<file path="config.mk">
export PLATFORM = sky130hd
export DESIGN_NAME = fetch_decode_stage
export DESIGN_NICKNAME = d
export VERILOG_FILES = /design/src/rtl/fetch_decode_stage.sv
export SDC_FILE = /design/constraint.sdc
export NUM_CORES = 1
export LEC_CHECK = 0
export ABC_AREA = 1
export CORE_ASPECT_RATIO = 0.75
export CORE_MARGIN = 5
export CORE_UTILIZATION = 46
export DETAILED_ROUTE_END_ITERATION = 8
export PLACE_DENSITY = 0.79
export REMOVE_ABC_BUFFERS = 1
export SYNTH_ARGS = -nofsm -noshare
export SYNTH_HDL_FRONTEND = slang
export SYNTH_SLANG_ARGS = --single-unit
</file>
<file path="constraint.sdc">
create_clock -name clk -period 2.2 [get_ports clk]
set_input_delay 0.22 -clock clk [delete_from_list [all_inputs] [get_ports clk]]
set_output_delay 0.22 -clock clk [all_outputs]
set_load 0.01 [all_outputs]
</file>
<file path="src/rtl/fetch_decode_stage.sv">
// Fetch stage and IF/ID pipeline register of the RV32I core.
// Holds the PC, applies the Execute redirect, registers the fetched word into
// Decode and keeps saturating stall/flush event counters.
module fetch_decode_stage #(
  parameter logic [31:0] RESET_PC  = 32'h0000_0000,
  parameter logic [31:0] NOP_INSTR = 32'h0000_0013,
  parameter int          CNT_W     = 16
) (
  input  logic             clk,
  input  logic             rst_n,
  input  logic             StallF,
  input  logic             StallD,
  input  logic             FlushD,
  input  logic             PCSrcE,
  input  logic [31:0]      PCTargetE,
  input  logic [31:0]      InstrF,
  output logic [31:0]      PCF,
  output logic [31:0]      InstrD,
  output logic [31:0]      PCD,
  output logic [31:0]      PCPlus4D,
  output logic             ValidD,
  output logic [4:0]       Rs1D,
  output logic [4:0]       Rs2D,
  output logic [4:0]       RdD,
  output logic             MisalignF,
  output logic [CNT_W-1:0] StallCnt,
  output logic [CNT_W-1:0] FlushCnt
);

  // Saturating increment: holds at all-ones instead of wrapping.
  function automatic logic [CNT_W-1:0] satInc(input logic [CNT_W-1:0] v);
    if (&v) return v;
    return v + 1'b1;
  endfunction

  // Sequential fetch address; wraps modulo 2^32 with no flag.
  logic [31:0] pcPlus4_p0;
  assign pcPlus4_p0 = PCF + 32'd4;

  // Fetch stage (p0): redirect beats stall so a taken branch is never lost.
  always_ff @(posedge clk) begin
    if (!rst_n) begin
      PCF       <= RESET_PC;
      MisalignF <= 1'b0;
    end else begin
      if (PCSrcE) begin
        PCF <= {PCTargetE[31:2], 2'b00};
      end else if (!StallF) begin
        PCF <= pcPlus4_p0;
      end
      if (PCSrcE && (PCTargetE[1:0] != 2'b00)) begin
        MisalignF <= 1'b1;
      end
    end
  end

  // IF/ID boundary (p1): flush beats stall; a flush leaves PCD/PCPlus4D stale.
  always_ff @(posedge clk) begin
    if (!rst_n) begin
      InstrD   <= NOP_INSTR;
      PCD      <= 32'd0;
      PCPlus4D <= 32'd0;
      ValidD   <= 1'b0;
    end else if (FlushD) begin
      InstrD   <= NOP_INSTR;
      ValidD   <= 1'b0;
    end else if (!StallD) begin
      InstrD   <= InstrF;
      PCD      <= PCF;
      PCPlus4D <= pcPlus4_p0;
      ValidD   <= 1'b1;
    end
  end

  // Performance counters: count raw StallF/FlushD cycles, independent of redirect.
  always_ff @(posedge clk) begin
    if (!rst_n) begin
      StallCnt <= '0;
      FlushCnt <= '0;
    end else begin
      if (StallF) StallCnt <= satInc(StallCnt);
      if (FlushD) FlushCnt <= satInc(FlushCnt);
    end
  end

  // Decode register indices, gated so a bubble never looks like a real source.
  assign Rs1D = ValidD ? InstrD[19:15] : 5'd0;
  assign Rs2D = ValidD ? InstrD[24:20] : 5'd0;
  assign RdD  = ValidD ? InstrD[11:7]  : 5'd0;

endmodule

</file>
==> qor.yml <==
outcome:
  outcome: "completed"
timing:
  final-hold-violation-count: 0
  worst_slack_ns: 0.263
  max_freq_ghz: 0.516
  tns_ns: 0
  fin_crit_sh_pct: 88.1
  tightest_slew_ns: 0.615
  timing.clock.skew_ns: 0.0121
  slew_violations: 0
  finalSetupViolations: 0
  rsz0062_at_grt: "no"
  period_minus_slack_ns: 1.94
  slew-limit-headroom_pct: 58.9
synthesis:
  synth.largest_area_cell: "dfxtp_1"
  synth_area_leaders: "dfxtp_1 42%, nand2_1 16%, nor2_1 6.9%"
  syn_area_um2: 7440
  syn_inst: 1100
  ys_seq_area_share_pct: 42.0
  synth_area_per_cell_um2: 6.76
  synthFlopType: "dfxtp_1"
  synth_warnings: 0
  post-synth-top-count-cell: "nand2_1"
  synth_commonest_cells: "314 x nand2_1, 156 x dfxtp_1, 136 x nor2_1"
  synth_top_area_share_pct: 42.0
  synth-edff-count: 0
  async_reset_ff_share_pct: 0
  synth_cell_type_count: 32
  synth_seq_cells: 156
global_route:
  globalRouteTotalUtil_pct: 24.7
  grt_pass1_wl_um: 37700
  antenna_found_initial: 1
  grt_pass1_vias: 7320
  grt_max_degree: 87
  grt.overflow.total: 0
clock_network:
  clk_latency_ns: 0.42
  htreeDepth: 4
  cts_sinks: 156
  cts_inserted_buffers: 17
  clk_pin_slew_worst_paths_ns: 0.06
  cts_tree: "yes"
  cts_setup_buffers: 0
  clk_root_buffer_cell: "clkbuf_16"
  cts_buffer_depth: 2
  cts_resized: 0
  cts_hold_buf: 0
routing:
  drtPass1Iterations: 5
  wirelength_um: 23500
  drc_errors: 0
  drt_first_iter_violations: 533
  avgViaCountPerCell: 4.91
  final_antenna_net_count: 0
  vias: 7597
  wl_per_cell_um: 15.1
power:
  p_clk_share_pct: 42.6
  comb_power_share_pct: 13.3
  power_density_nw_per_um2: 653
  seqPwrFrac_pct: 44.1
  max-vdd-ir-drop_mv: 0.513
  p_int_uw: 5270
  switching_share_pct: 24.2
  p_sw_uw: 1680
  p_leak_uw: 0.00431
flow_run:
  drv_cap: 0
setup_path:
  ff2ff_setup_slack_ns: 0.34
  cp-end-kind: "primary output"
  critical_path.max_fanout: 12
  worstSetupStartpoint: "ValidD"
  reg2reg_to: "FlushCnt[4]"
  start_kind: "register"
  crit_type: "register to primary output"
  critPathArrivalTime_ns: 1.72
  crit_path_end: "RdD[3]"
  reg2reg_from: "FlushCnt[0]"
  reg2reg_depth: 7
  worstPathRequired_ns: 1.98
placed_design:
  finalWeightedCongestion: 0.920
  place_hpwl_um: 17400
  post-place-ws_ns: 0.0949
  portBuffers: 240
layout:
  fillers: 1390
  drive_above_1_share_pct: 6.80
  ff_latch_area_um2: 3120
  nets: 1402
  syn2layout_area_growth_pct: 43.2
  multi_input_area_um2: 3640
  diodes: 0
die:
  rows: 40
  fp.dieW_um: 157
  coreArea_um2: 16000
  floorplan.initialDensity_pct: 46.6
  die_h_um: 120
  die_area_um2: 18800
  ios: 247
worst_hold_path:
  hp-class: "input port to register"
-- registers in the layout (all words and copies together) (netlist names) --
| signal | flops |
|---|---|
| FlushCnt | 16 |
| InstrD | 32 |
| MisalignF | 1 |
| PCD | 30 |
| PCF | 30 |
| PCPlus4D | 30 |
| StallCnt | 16 |
| ValidD | 1 |
-- cells in the final DEF, fill, tap and decap left out --
cell type / synthesis / final
a21oi_1: 95 / 95
a21oi_2: 10 / 10
a22o_1: 6 / 6
a31oi_1: 7 / 7
and2_1: 3 / 3
buf_12: 0 / 3
buf_4: 6 / 18
bufinv_16: 0 / 3
clkbuf_1: 38 / 1
clkbuf_16: 0 / 17
clkbuf_8: 0 / 3
clkdlybuf4s50_1: 0 / 240
clkinv_2: 0 / 2
clkinv_4: 0 / 1
clkinvlp_4: 0 / 1
conb_1: 1 / 6
dfxtp_1: 156 / 156
ha_1: 3 / 3
inv_1: 114 / 114
inv_2: 5 / 5
nand2_1: 314 / 314
nand2_2: 6 / 6
nand3_1: 34 / 34
nand3b_1: 1 / 1
nand4_1: 9 / 9
nand4_2: 1 / 1
nor2_1: 136 / 135
nor2_2: 11 / 11
nor2_4: 5 / 6
nor3_1: 10 / 10
nor3_2: 1 / 1
nor3b_2: 1 / 1
o21ai_0: 70 / 70
o21ai_1: 10 / 10
o21ai_4: 2 / 2
xnor2_1: 4 / 4
xor2_1: 29 / 29
-- power groups by stage --
stage                     clock network [uW]  logic, uW  registers (uW)
after detailed placement                   0        925            3120
after floorplan                            0        308            3170
after CTS                               3020        932            3070
after global placement                     0        917            3120
after global routing                    3140       1020            3080
final                                   2960        928            3070
-- logic make-up after synthesis --
| logic type | share of synthesized area (%) |
|---|---|
| compound gates | 14.7 |
| xor+xnor | 3.89 |
| fa+ha+maj | 0.505 |
| buf+inv | 9.45 |
| flops | 42.0 |
| other cells | 0.0504 |
| simple gates | 29.4 |
-- critical path, cell delays in order, from the launching register on --
cell and delay (ns):
dfxtp_1 0.43, buf_4 0.23, nand2_1 0.07, inv_1 0.05
clkdlybuf4s50_1 0.52
-- metrics by stage --
stage          cell area [um^2]  hold slack [ns]  power, uW  utilization [%]  std cells
3_5_place_dp              10100            0.454       4050             63.1       1520
3_3_place_gp              10100            0.442       4040             63.1       1520
4_1_cts                   10700            0.343       7020             66.7       1548
6_report                  10700            0.355       6950             66.7       1548
5_1_grt                   10700            0.348       7240             66.7       1548
2_1_floorplan              7200            0.340       3470                -       1049
-- how the worst min path moves through the flow --
stage                              end  slack, ns  cells past startpoint        from
after floorplan           FlushCnt[12]       0.34                      2       rst_n
after global placement       MisalignF       0.44                      2   MisalignF
after detailed placement     MisalignF       0.45                      2   MisalignF
after CTS                    InstrD[2]       0.34                      3   InstrF[2]
after global routing        InstrD[28]       0.35                      3  InstrF[28]
final                        InstrD[2]       0.35                      3   InstrF[2]
-- final cells by class --
cell class / instances / area share, %
multi-input cells: 774 / 34.1
well taps: 210 / 2.47
clock inverters: 7 / 1.09
flip-flops and latches: 156 / 29.3
repair buffers: 261 / 24.4
inverters: 119 / 4.19
clock buffers: 21 / 4.42
-- layer usage --
layer / global-route usage [%] / up-vias / wire length (um)
met1: 32.5 / 3420 / 10400
li1: - / 3896 / -
met5: 0 / - / 7
met4: 4.07 / 2 / 81
met3: 8.80 / 10 / 2300
met2: 39.9 / 269 / 10700
No activity file was read; power rests on OpenSTA's default activity.
